**src/rtl/ula_contention.sv**
```systemverilog
`default_nettype none
// +----------------------------------------------------------------------+
// | Module  : ula_contention                                             |
// | Desc    : Z80 clock/T-state generator on the ULA clock with video    |
// |           RAM / ULA port contention, frame counters and interrupt.   |
// | Rev     : 1.0  initial release                                       |
// +----------------------------------------------------------------------+
module ula_contention #(
    parameter int DIV         = 4,
    parameter int LINE_T      = 224,
    parameter int FRAME_LINES = 312,
    parameter int CONT_LINE0  = 64,
    parameter int CONT_LINES  = 192,
    parameter int CONT_T      = 128,
    parameter int INT_T       = 32
) (
    input  logic        clk_ula,
    input  logic        nreset,
    input  logic        cpu_turbo,
    input  logic        mreq_n,
    input  logic        iorq_n,
    input  logic [15:0] addr,
    output logic        clk_cpu,
    output logic        cpu_ce,
    output logic        stall,
    output logic        int_n,
    output logic [7:0]  hcount,
    output logic [8:0]  vcount
);
    // DIV is assumed to be a power of two, at least 4
    localparam int                   c_PHASE_W    = $clog2(DIV);
    localparam logic [c_PHASE_W-1:0] c_PHASE_LAST = c_PHASE_W'(DIV - 1);
    localparam logic [c_PHASE_W-1:0] c_PHASE_HALF = c_PHASE_W'(DIV / 2);
    localparam logic [c_PHASE_W-1:0] c_PHASE_ONE  = c_PHASE_W'(1);
    localparam logic [7:0]           c_H_LAST     = 8'(LINE_T - 1);
    localparam logic [8:0]           c_V_LAST     = 9'(FRAME_LINES - 1);
    localparam logic [8:0]           c_CONT_V0    = 9'(CONT_LINE0);
    localparam logic [8:0]           c_CONT_V1    = 9'(CONT_LINE0 + CONT_LINES);
    localparam logic [7:0]           c_CONT_H     = 8'(CONT_T);
    localparam logic [7:0]           c_INT_H      = 8'(INT_T);

    logic [c_PHASE_W-1:0] r_phase;
    logic [7:0]           r_hcount;
    logic [8:0]           r_vcount;
    logic [2:0]           r_delay;
    logic                 r_armed;
    logic                 r_turbo;
    logic                 r_clk_cpu;
    logic                 r_cpu_ce;
    logic                 r_int_n;

    logic                 w_boundary;
    logic [c_PHASE_W-1:0] w_phase_next;
    logic [7:0]           w_hnext;
    logic [8:0]           w_vnext;
    logic                 w_contended_req;
    logic                 w_window;
    logic [2:0]           w_table;
    logic                 w_stall_start;
    logic [2:0]           w_delay_next;
    logic                 w_turbo_next;
    logic                 w_unused;

    assign w_unused = ^addr[13:1];

    always_comb begin
        w_boundary   = (r_phase == c_PHASE_LAST);
        w_phase_next = w_boundary ? '0 : r_phase + c_PHASE_ONE;

        w_hnext = r_hcount;
        w_vnext = r_vcount;
        if (w_boundary) begin
            if (r_hcount == c_H_LAST) begin
                w_hnext = '0;
                w_vnext = (r_vcount == c_V_LAST) ? '0 : r_vcount + 9'd1;
            end else begin
                w_hnext = r_hcount + 8'd1;
            end
        end

        w_contended_req = (!mreq_n && (addr[15:14] == 2'b01)) || (!iorq_n && !addr[0]);
        w_window        = (w_vnext >= c_CONT_V0) && (w_vnext < c_CONT_V1) && (w_hnext < c_CONT_H);
        w_table         = (w_hnext[2:0] >= 3'd6) ? 3'd0 : 3'd6 - w_hnext[2:0];
        w_stall_start   = w_boundary && w_contended_req && w_window && !r_armed
                          && (r_delay == 3'd0) && !cpu_turbo;

        w_delay_next = r_delay;
        if (w_boundary) begin
            if (r_delay != 3'd0) begin
                w_delay_next = r_delay - 3'd1;
            end else if (w_stall_start) begin
                w_delay_next = w_table;
            end
        end

        w_turbo_next = w_boundary ? cpu_turbo : r_turbo;
    end

    // Outputs are registered from next-state values so they line up with the counters
    always_ff @(posedge clk_ula) begin
        if (!nreset) begin
            r_phase   <= '0;
            r_hcount  <= '0;
            r_vcount  <= '0;
            r_delay   <= '0;
            r_armed   <= 1'b0;
            r_turbo   <= 1'b0;
            r_clk_cpu <= 1'b0;
            r_cpu_ce  <= 1'b0;
            r_int_n   <= 1'b1;
        end else begin
            r_phase  <= w_phase_next;
            r_hcount <= w_hnext;
            r_vcount <= w_vnext;
            r_delay  <= w_delay_next;
            r_turbo  <= w_turbo_next;

            if (w_stall_start) begin
                r_armed <= 1'b1;
            end else if (mreq_n && iorq_n) begin
                r_armed <= 1'b0;
            end

            r_int_n <= !((w_vnext == '0) && (w_hnext < c_INT_H));

            if (w_delay_next != 3'd0) begin
                r_clk_cpu <= 1'b1;
                r_cpu_ce  <= 1'b0;
            end else if (w_turbo_next) begin
                r_clk_cpu <= !w_phase_next[c_PHASE_W-2];
                r_cpu_ce  <= &w_phase_next[c_PHASE_W-2:0];
            end else begin
                r_clk_cpu <= (w_phase_next < c_PHASE_HALF);
                r_cpu_ce  <= (w_phase_next == c_PHASE_LAST);
            end
        end
    end

    assign clk_cpu = r_clk_cpu;
    assign cpu_ce  = r_cpu_ce;
    assign stall   = (r_delay != 3'd0);
    assign int_n   = r_int_n;
    assign hcount  = r_hcount;
    assign vcount  = r_vcount;

endmodule
`default_nettype wire

```
**config.mk**
```make
export PLATFORM = sky130hd
export DESIGN_NAME = ula_contention
export DESIGN_NICKNAME = d
export VERILOG_FILES = /design/src/rtl/ula_contention.sv
export SDC_FILE = /design/constraint.sdc
export NUM_CORES = 1
export LEC_CHECK = 0
export ABC_AREA = 1
export BUFFER_PORTS_ARGS = -buffer_cell sky130_fd_sc_hd__buf_4
export CAP_MARGIN = 10
export CORE_UTILIZATION = 28
export DETAILED_ROUTE_END_ITERATION = 8
export MAX_ROUTING_LAYER = met4
export PLACE_DENSITY_LB_ADDON = 0.12
export REMOVE_ABC_BUFFERS = 1
export SYNTH_ARGS = -nofsm -noshare
export SYNTH_HDL_FRONTEND = slang
export SYNTH_SLANG_ARGS = --single-unit
```
**constraint.sdc**
```tcl
create_clock -name clk_ula -period 5.4 [get_ports clk_ula]
set_clock_uncertainty 0.2 [all_clocks]
set_input_delay 0.27 -clock clk_ula [delete_from_list [all_inputs] [get_ports clk_ula]]
set_output_delay 0.27 -clock clk_ula [all_outputs]
set_load 0.1 [all_outputs]
```
; Word level (Yosys, flattened, before mapping)
; Index checks and enable logic that the tools add are counted.
; Widths: inputs -> output; s select.
[word_totals]
regBits = 27
output_inout_bits = 21
elab_cells = 67
[classes]
addsub = 5
magnitude_cmp = 6
eq_ne = 5
mux = 16
bitwise_logic = 1
n_reduce_logical = 25
[ops]
columns = operator, count
row1 = $mux 9, 3
row2 = $mux 8, 2
row3 = $mux 3, 4
row4 = $logic_and 1x1->1, 11
row5 = $add 9x1->9 const B, 1
row6 = $eq 9x9->1 const B, 1
row7 = $ge 9x7->1 const B, 1
row8 = $logic_not 9->1, 1
row9 = $lt 9x9->1 const B, 1
row10 = $add 8x1->8 const B, 1
row11 = $eq 8x8->1 const B, 1
row12 = $lt 8x6->1 const B, 1
row13 = $lt 8x8->1 const B, 1
row14 = $logic_not 1->1, 7
row15 = $mux 1, 6
row16 = $reduce_bool 3->1, 2
row17 = $eq 2x2->1 const B, 2
row18 = $ge 3x3->1 const B, 1
row19 = $logic_not 3->1, 1
row20 = $sub 3x1->3 const B, 1
row21 = $sub 3x3->3 const A, 1
row22 = $add 2x1->2 const B, 1
row23 = $eq 2x1->1 const B, 1
row24 = $lt 2x2->1 const B, 1
row25 = 5 further kinds, 5

; Depth between registers and ports, before layout
; Gate-level depths: netlist of the first run.
[depth]
word_depth = 16
depth_mapped = 17
ltp_nobuf = 17

; Worst setup path after synthesis of the first run
; OpenSTA, ideal clock, no wires.
[synth_timing]
kind = register -> register
startpoint = register r_hcount[1] (netlist: hcount[1])
endpoint = register r_clk_cpu (netlist: clk_cpu)
setup_ps = 109
arrival_time_ps = 2735
required_ps = 5091
setup_slack_ps = 2356
path_stages_with_launch = 16
n_path_buf = 0
cell_sequence = dfxtp_1 ha_1 nand3_2 inv_1 nand2_1 nand3_1 o21ai_0 ha_1 o21ai_0 a21oi_1 nand3_1 o21ai_0 o21ai_1 nand4_1 nand2_1 inv_1
[synth_between]
word_cells_on_any_way = 23
[synth_lines]
columns = item, line
row1 = start: declaration, 43  ; logic [7:0] r_hcount;
row2 = start signal: assignment, 113  ; r_hcount <= w_hnext;
row3 = $eq 8x8->1 (*), 73  ; if (r_hcount == c_H_LAST) begin
row4 = $mux 8 (*), 73
row5 = $mux 8 (*), 72  ; if (w_boundary) begin
row6 = named net w_hnext[0], 54  ; logic [7:0] w_hnext;
row7 = $lt 8x8->1, 82  ; w_window = (w_vnext >= c_CONT_V0) && (w_vnext < c_CONT_V1) && (w_hnext < c_CONT_H);
row8 = $logic_and 1x1->1, 82
row9 = $logic_and 1x1->1 (2 in a row), 84  ; w_stall_start = w_boundary && w_contended_req && w_window && !r_armed
row10 = $logic_and 1x1->1 (2 in a row), 85  ; && (r_delay == 3'd0) && !cpu_turbo;
row11 = $mux 3 (*), 91  ; end else if (w_stall_start) begin
row12 = $mux 3 (*), 89  ; if (r_delay != 3'd0) begin
row13 = $mux 3 (*), 88  ; if (w_boundary) begin
row14 = $reduce_bool 3->1 (*), 126  ; if (w_delay_next != 3'd0) begin
row15 = $mux 1 (*), 126
row16 = end signal: assignment, 130  ; r_clk_cpu <= !w_phase_next[c_PHASE_W-2];
row17 = end signal: assignment, 133  ; r_clk_cpu <= (w_phase_next < c_PHASE_HALF);
row18 = end: declaration, 48  ; logic r_clk_cpu;
; Mark *: on every way through the listed nets, which the timed path passes. The rest lies on a longest branch.
; A chain may end at the register's enable or synchronous reset.

; Final worst setup path of the first run
[layout_timing]
startpoint = register r_phase[0]
endpoint = register r_clk_cpu (netlist: clk_cpu)
[layout_between]
word_cells_on_any_way = 27
[layout_lines]
columns = item, line
row1 = start: declaration, 42  ; logic [c_PHASE_W-1:0] r_phase;
row2 = start signal: assignment, 112  ; r_phase <= w_phase_next;
row3 = $eq 2x2->1 (*), 67  ; w_boundary = (r_phase == c_PHASE_LAST);
row4 = $mux 8 (*), 72
row5 = named net w_hnext[1], 54
row6 = $lt 8x8->1, 82
row7 = $logic_and 1x1->1, 82
row8 = $logic_and 1x1->1 (2 in a row), 84
row9 = $logic_and 1x1->1 (2 in a row), 85
row10 = $mux 3 (*), 91
row11 = $mux 3 (*), 89
row12 = $mux 3 (*), 88
row13 = $reduce_bool 3->1 (*), 126
row14 = $mux 1 (*), 126
; Marked as above.

==> impl_results.md, run 1 <==
* DRT Wirelength at 3800 um
* Startpoint types: flop
* Crit share post-route at 55.4%
* Layout cells sized above 1 at 17.0%
* Status: complete, no violations
* Routed len/inst at 11.6 um
* H-tree depth at 1
* CTS clk-pin slew, worst paths at 0.09 ns
* Rows at 26
* Unrepaired setup endpoints after global routing: no
* Most frequent cells in the layout: nand2_1, nor2_1, buf_4
* Hold Startpoint: nreset
* Pwr Total at 0.000418 W
* Worst Path Arrival at 2.97 ns
* Routability cong. at 0.801
* CTS tree: yes
* Max Freq at 334 MHz
* Sequential fraction of the synthesis area at 34.5%
* Die W at 76.8 um
* Final #Nets at 289
* Post-CTS Setup Repair Bufs at 0
* Vias in the first global route at 1410
* Req. time, crit path at 5.38 ns
* Via density at 4.61
* Detailed Route Iter0 Violations at 76
* Relative slew margins at 49.9%
* Final setup fails at 0
* Mean Syn Cell Area at 6.81 um2
* # hold bufs at CTS at 0
* Drt drc at 0
* Critical Path Fanout Max at 14
* Syn Inst Count at 230
* Vias at 1518
* Worst vdd ir at 0.000122 V
* GRT overflow at 0
* Lkg Pwr at 0.858 nW
* Worst setup EP type: flop
* Crit Reg-Reg Startpoint: r_phase[0]
* Area growth, synth to finish at 20.9%
* Critical path class: reg2reg
* Boundary Pins at 42
* Maximum clock insertion buffer count at 2
* IO Port Bufs at 28
* Initial antenna violation count at 0
* DP HPWL at 2920 um
* CTS Sinks at 27
* Clk Latency, worst-skew pair at 0.28 ns
* Number of routed nets with antenna violations at 0
* Post-cts gate resize count at 0
* FF+latch count, synth at 27
* Tmin final at 2.99 ns
* Pin count of the biggest net entering global routing at 24
* Number of distinct library cells after synthesis at 33
* Initial Util at 29.9%
* Critical Path Source: r_phase[0]
* Fillers at 579
* Setup TNS at 0 ns
* Leading area contributor after synthesis: dfxtp_1
* Slew Viols, Final at 0
* DRT Pass-1 Iters at 4
* Core Box Area at 5240 um2
* Least-Margin Pin Slew at 0.750 ns
* Total track usage at 14.6%
* Worst reg2reg setup slack at 2.41 ns
* Full die area at 5900 um2
* Register Area at 541 um2
* Global-route wire length before repair at 6710 um
* Top cells by area, synth: dfxtp_1, nand2_1, nor2_1
* Maxcap violations at 0
* Footprint of the multi-input gates at 902 um2
* Post-Syn Area at 1570 um2
* Final hold vios at 0
* Ys Warns at 0
* HP Class: in2reg
* Post-synth top area share at 34.5%
* Root Driver: clkbuf_8
* Die height at 76.8 um
* CTS Buf Count at 3
* PD cells at 221 nW/um2
* Diode count at 0
## metrics by stage
step	worst slack, ns	cell area [um2]	instances	utilization, %	hold slack [ns]
after detailed placement	2.42	1850	325	35.3	0.250
after global routing	2.08	1890	329	36.2	0.0517
after CTS	2.37	1890	329	36.2	0.0454
after floorplan	2.34	1550	227	-	0.168
final	2.41	1890	329	36.2	0.0396
after global placement	2.40	1850	325	35.3	0.246
## final cells by class
class                   count  area share (%)
well taps                  70            4.62
flip-flops and latches     27            28.5
multi-input cells         171            47.6
repair buffers             28            11.1
inverters                  29            5.75
clock buffers               4            2.38
## path summary, 6_finish.rpt
kind,endpoint,depth (start not counted)
worst max-delay path,clk_cpu,14
worst min register to register,r_phase[0],1
worst max register to register,clk_cpu,14
worst min-delay path,clk_cpu,3
## synth_stat cells
library cell / number
nor4_1: 1
o221ai_1: 1
o21a_1: 1
inv_2: 2
nand2_1: 42
nand4_1: 5
buf_4: 1
nor3b_1: 1
inv_1: 27
nor3_1: 3
o21ai_0: 14
a21boi_2: 1
nand3_1: 26
dfxtp_1: 27
clkbuf_1: 2
or2_2: 1
o21ai_2: 1
o22ai_1: 1
xor2_1: 1
or4_1: 1
o21bai_1: 2
and2_2: 1
or2_1: 1
a21oi_1: 6
nor2_1: 42
a22oi_1: 1
nand3_2: 3
nand3b_1: 1
nor2_4: 3
o21ai_1: 1
ha_1: 8
mux2i_1: 1
a21oi_2: 1
## metal layers
layer  global-route usage, %  routed length, um
met1                    20.1               1960
met2                    21.1               1650
met3                    2.02                122
met4                    6.54                 68
met5                       -                  0
## state kept, by name, indices dropped and copies added (netlist names)
name     cells
vcount       9
hcount       8
r_phase      2
clk_cpu      1
cpu_ce       1
r_delay      3
r_turbo      1
int_n        1
r_armed      1
## logic make-up after synthesis
group                      Yosys count  share of synthesized area [%]
and+or+nand+nor                    131                           38.6
buffers and inverters               32                           7.91
AOI/OAI and AO/OA                   30                           11.4
DFF                                 27                           34.5
adders and majority gates            8                           6.39
xor gates and xnor gates             1                          0.559
muxes                                1                          0.639
## power breakdown
part	switching (W)	internal [W]
logic	0.0000651	0.0000238
clock network	0.0000666	0.0000530
registers	0.00000373	0.000206
total	0.000135	0.000283
## worst max-delay path, cell delays in order (launching register included)
cell and delay, ns:
dfxtp_1 0.37, ha_1 0.51, inv_2 0.22, or2_2 0.31, o21ai_0 0.13, inv_1 0.11, ha_1 0.21, o21ai_0 0.16
a21oi_1 0.06, nand3_1 0.10, o21ai_0 0.11, o21ai_1 0.17, nand4_1 0.13, nand2_1 0.08, inv_1 0.03
Power figures use the tool's default switching activity.
==> run 2, diff against run 1 <==
Clock period 5.4 ns to 2.7 ns, I/O delays scaled along.
==> run 2 against run 1 <==
Against the previous run:
- sequential cell count did not move
- critical endpoint unchanged
- sequential share of layout area fell by 1.3 points
- critical path type unchanged
- cell area rose by 5.2%
- non-clock buffer count rose by 9
- power rose by 100%
- critical path depth did not move
- wire length rose by 3.7%
- register-to-register slack got worse by 2.1 ns
- clock power rose by 100%
- core utilization rose by 1.9 points
==> impl_results.md, run 2 (synthesis gave the netlist of run 1 again) <==
* Max stage delay on crit path at 0.36 ns (-0.15 ns)
* Slack of the critical path at 0.257 ns (-2.15 ns)
* Initial Util at 29.9% (unchanged)
* CTS clk-pin slew, worst paths at 0.10 ns (about the same)
* Final hold vios at 0 (unchanged)
* Max Freq at 409 MHz (+23%)
* Diode count at 0 (unchanged)
* Most frequent cells in the layout: nand2_1, nor2_1, buf_4
* Vias at 1560 (+2.8%)
* Crit share post-route at 90.5% (+35 points)
* Status: complete, no violations
* GRT overflow at 0 (unchanged)
* Detailed Route Iter0 Violations at 87 (+14%)
* Startpoint types: flop
* Final #Nets at 298 (+3.1%)
* Worst Path Arrival at 2.43 ns (-0.54 ns)
* PD cells at 430 nW/um2 (+95%)
* Worst vdd ir at 0.000250 V (+100%)
* CTS tree: yes
* Req. time, crit path at 2.69 ns (-2.69 ns)
* Die height at 76.8 um (unchanged)
* Rows at 26 (unchanged)
* Setup TNS at 0 ns (unchanged)
* Root Driver: clkbuf_8
* Most common cell after layout, fill and taps aside: nand2_1
* Core Box Area at 5240 um2 (unchanged)
* Cell area after layout at 1990 um2 (+5.2%)
* Most used cell, CP: nand2_1
* Global-route wire length before repair at 6690 um (-0.19%)
* Pin count of the biggest net entering global routing at 24 (unchanged)
* CTS Buf Count at 3 (unchanged)
* Slowest CP cell: dfxtp_2
* Critical path class: reg2reg
* Vias in the first global route at 1458 (+3.4%)
* Worst setup EP type: flop
* Slew Viols, Final at 0 (unchanged)
* IO Port Bufs at 28 (unchanged)
* DP HPWL at 2990 um (+2.4%)
* Post-DP Area at 1890 um2 (+2.4%)
* Routability cong. at 0.838 (+4.6%)
* Die W at 76.8 um (unchanged)
* Routed len/inst at 11.7 um (+0.89%)
* Least-Margin Pin Slew at 0.755 ns (+0.00506 ns)
* Number of routed nets with antenna violations at 0 (unchanged)
* Initial antenna violation count at 0 (unchanged)
* DRT Wirelength at 3940 um (+3.7%)
* Unrepaired setup endpoints after global routing: no
* Full die area at 5900 um2 (unchanged)
* Area growth, synth to finish at 27.2%
* Maxcap violations at 0 (unchanged)
* Tmin final at 2.44 ns (-0.550 ns)
* Maximum clock insertion buffer count at 2 (unchanged)
* Max reg flops at 9 (unchanged)
* Relative slew margins at 49.6% (-0.34 points)
* Via density at 4.62 (about the same)
* Final setup fails at 0 (unchanged)
* Clk Latency, worst-skew pair at 0.27 ns (about the same)
* DRT Pass-1 Iters at 4 (unchanged)
* Place WS at 0.131 ns (-2.29 ns)
* Crit path cell chain: ha_1 > nand3_2 > inv_1 > nand3_2 > inv_4 > nand2_1 > nand3_1 > nand2_1 > o21ai_2 > nand3_1 > a21oi_2 > nand4_1 > nand2_1 > inv_1
* Critical Path Fanout Max at 7 (-7)
* Lkg Pwr at 0.899 nW (+4.8%)
* Layout cells sized above 1 at 20.5% (+3.5 points)
* Post-CTS Setup Repair Bufs at 0 (unchanged)
* HP Class: in2reg
* CTS Sinks at 27 (unchanged)
* H-tree depth at 1 (unchanged)
* Total track usage at 14.5% (-0.082 points)
* Boundary Pins at 42 (unchanged)
* Drt drc at 0 (unchanged)
run 2: cell types whose count changed in the layout (fill, tap and decap cells not counted), sizes merged:
cell and change:
dlygate4sd3 +3, buf +6
run 2: worst max-delay path: cells and delay by family (launching register included):
family,cells,cell delay [ns]
and+or+nand+nor,8,0.98
AOI/OAI and AO/OA,2,0.31
adders and majority gates,1,0.20
buffers and inverters,3,0.30
DFF,1,0.36
run 2: final timing paths:
kind                            endpoint  startpoint  cells past startpoint  slack [ns]
worst min register to register   r_armed     r_armed                      2        0.27
worst min-delay path             r_turbo   cpu_turbo                      4        0.13
worst max-delay path             clk_cpu   hcount[1]                     14        0.26
worst max register to register   clk_cpu   hcount[1]                     14        0.26
run 2: through the flow:
stage	utilization, %	power [W]	hold slack, ns	instances
finish	38.0	0.000856	0.134	338
CTS	37.6	0.000866	0.139	338
detailed placement	36.2	0.000617	0.197	331
global placement	36.2	0.000617	0.194	331
floorplan	-	0.000566	0.0326	227
global route	38.0	0.000902	0.184	338
run 2: repair_timing:
action | in CTS | in global routing
gates resized for setup | 0 | 10
hold buffers | 3 | 0
endpoints found under the setup margin | 0 | 2
endpoints found under the hold margin | 4 | 0
run 2: routing by layer:
metal	part of all wire, %	vias to the layer above	GRT usage, %
met5	0	-	-
met4	0.68	0	5.19
met3	5.7	2	2.02
met2	44	37	22.5
met1	49	687	19.2
li1	-	834	-
run 2: report_power, final:
group / leakage [nW] / internal, W / switching [W]
registers: 0.220 / 0.000413 / 0.00000850
clock network: 0.0228 / 0.000106 / 0.000137
logic: 0.656 / 0.0000586 / 0.000133
run 2: area by class of cell:
cell class              count  area [um2]
clock buffers               4        45.0
fillers                   579        3250
well taps                  70        87.6
repair buffers             37         285
multi-input cells         171         920
flip-flops and latches     27         543
inverters                  29         111
==> run 3, diff against run 2 <==
Settings changed: PLACE_DENSITY_LB_ADDON 0.12 to 0.05.
==> run 3 against run 2 <==
Against the previous run:
- combinational power is essentially flat
- count of clock-buffer cells in the layout shrank 1
- sequential cell count is the same
- largest power group unchanged
- final cell count grew 0.59%
- wire length grew 2.8%
- maximum frequency shrank 1.4%
- sequential share of layout area shrank 0.47 points
- first-iteration DRC count grew 14%
- power grew 0.28%
- sequential power is essentially flat
==> impl_results.md, run 3 (synthesis gave the netlist of run 1 again) <==
* IO Port Bufs at 28 (unchanged)
* DRT Wirelength at 4050 um (+2.8%)
* PD cells at 424 nW/um2 (-1.2%)
* Crit path cell chain: ha_2 > or2_2 > o21ai_1 > inv_1 > ha_1 > o21ai_0 > a21oi_1 > nand3_1 > o21ai_0 > o21ai_1 > nand4_1 > nand2_1 > inv_1
* Register Area at 542 um2 (-0.23%)
* Number of routed nets with antenna violations at 0 (unchanged)
* Root Driver: clkbuf_8
* Max reg flops at 9 (unchanged)
* Status: complete, no violations
* HP Class: in2reg
* CTS tree: yes
* Critical path class: reg2reg
* CTS Buf Count at 3 (unchanged)
* Worst vdd ir at 0.000249 V (-0.68%)
* Vias at 1584 (+1.5%)
* DP HPWL at 3120 um (+4.5%)
* GRT overflow at 0 (unchanged)
* Maxcap violations at 0 (unchanged)
* Final hold vios at 0 (unchanged)
* Routed len/inst at 11.9 um (+2.2%)
* Switching Power at 0.000285 W (+2.2%)
* Initial Util at 29.9% (unchanged)
* Worst Path Arrival at 2.47 ns (+0.04 ns)
* Lkg Pwr at 0.909 nW (+1.1%)
* Maximum clock insertion buffer count at 2 (unchanged)
* Slowest CP cell: dfxtp_1
* Layout cells sized above 1 at 21.9% (+1.3 points)
* Slew Viols, Final at 0 (unchanged)
* Pwr Total at 0.000858 W (+0.28%)
* Total track usage at 15.3% (+0.71 points)
* Req. time, crit path at 2.69 ns (about the same)
* Max Freq at 404 MHz (-1.4%)
* Power Internal at 0.000574 W (-0.63%)
* Most frequent cells in the layout: nand2_1, nor2_1, buf_4
* Area growth, synth to finish at 29.1%
* Max stage delay on crit path at 0.39 ns (+0.03 ns)
* Least-Margin Pin Slew at 0.763 ns (+0.00824 ns)
* Clock network power share at 28.7% (+0.2 points)
* Global-route wire length before repair at 7000 um (+4.5%)
* Sw frac at 33.2% (+0.62 points)
* Die W at 76.8 um (unchanged)
* Critical Path Fanout Max at 4 (-3)
* Startpoint types: flop
* Boundary Pins at 42 (unchanged)
* Clk Latency, worst-skew pair at 0.28 ns (about the same)
* DRT Pass-1 Iters at 4 (unchanged)
* Combinational Power Share at 22.1% (-0.2 points)
* Die height at 76.8 um (unchanged)
* Worst path bufs/invs at 2 (-1)
* Worst setup EP type: flop
* Fillers at 573 (-1.0%)
* Initial antenna violation count at 0 (unchanged)
* Vias in the first global route at 1463 (+0.34%)
* Unrepaired setup endpoints after global routing: no
* Relative slew margins at 49.0% (-0.55 points)
* Diode count at 0 (unchanged)
* Final setup fails at 0 (unchanged)
* Via density at 4.66 (+0.94%)
* Setup TNS at 0 ns (unchanged)
* Tmin final at 2.48 ns (+0.0341 ns)
* Routability cong. at 0.755 (-9.9%)
* Reg power frac at 49.1% (about the same)
* CTS Sinks at 27 (unchanged)
* Detailed Route Iter0 Violations at 99 (+14%)
* Rows at 26 (unchanged)
* Footprint of the multi-input gates at 935 um2 (+1.6%)
* Pin count of the biggest net entering global routing at 24 (unchanged)
* Core Box Area at 5240 um2 (unchanged)
* Full die area at 5900 um2 (unchanged)
* CTS clk-pin slew, worst paths at 0.10 ns (about the same)
* Top delay family on crit path: compound AO/OA/AOI/OAI gates
* Drt drc at 0 (unchanged)
* Final #Nets at 300 (+0.67%)
* Crit share post-route at 91.7% (+1.3 points)
* H-tree depth at 1 (unchanged)
* Final core occ at 38.6% (+0.57 points)
==> run 3: cell count changes in the layout (fill, tap and decap cells not counted), sizes merged <==
cell,change
buf,+2
clkinv,+1
clkbuf,-1
==> run 3: timing repair <==
item | CTS | global route
hold endpoints to repair | 4 | 0
setup endpoints to repair | 0 | 5
gates resized for setup | 0 | 12
buffers inserted | 0 | 0
hold buffers | 3 | 0
==> run 3: layout make-up <==
type	instances	share of cell area, %
Multi-Input combinational cell	171	46.2
Sequential cell	27	26.8
Timing Repair Buffer	39	14.9
Inverter	29	5.51
Tap cell	70	4.33
Clock buffer	3	2.04
Clock inverter	1	0.248
==> run 3: worst min-delay path, cell delays in order <==
cell and delay (ns):
buf_4 0.07, or2_1 0.12, o21ai_0 0.14, nor2_1 0.10
==> run 3: path summary, 6_finish.rpt <==
path | slack [ns] | endpoint | cells past startpoint | from
setup reg to reg | 0.22 | clk_cpu | 13 | hcount[1]
hold reg to reg | 0.26 | r_phase[0] | 1 | r_phase[0]
setup / recovery | 0.22 | clk_cpu | 13 | hcount[1]
hold / removal | 0.12 | r_turbo | 4 | cpu_turbo
==> run 3: power groups by stage <==
| stage | Clock [W] | Combinational (W) | Sequential, W |
|---|---|---|---|
| after floorplan | 0 | 0.0000848 | 0.000481 |
| after global placement | 0 | 0.000188 | 0.000429 |
| after detailed placement | 0 | 0.000186 | 0.000429 |
| after CTS | 0.000258 | 0.000190 | 0.000420 |
| after global routing | 0.000279 | 0.000211 | 0.000424 |
| final | 0.000247 | 0.000190 | 0.000422 |
==> run 3: through the flow <==
step           setup slack [ns]  cell area [um2]  std cells  hold WS [ns]
3_5_place_dp             0.0861             1910        333         0.199
4_1_cts                  0.0562             1990        340         0.127
5_1_grt                 0.00682             2020        340         0.173
3_3_place_gp              0.103             1910        333         0.192
6_report                  0.223             2020        340         0.121
2_1_floorplan            -0.356             1550        227        0.0326
==> run 3: layer usage <==
| metal | GRT usage, % | vias up | share of wire (%) |
|---|---|---|---|
| li1 | - | 835 | - |
| met1 | 20.2 | 705 | 51 |
| met2 | 22.8 | 35 | 44 |
| met3 | 2.38 | 9 | 3.8 |
| met4 | 6.73 | 0 | 2.1 |
| met5 | - | - | 0 |
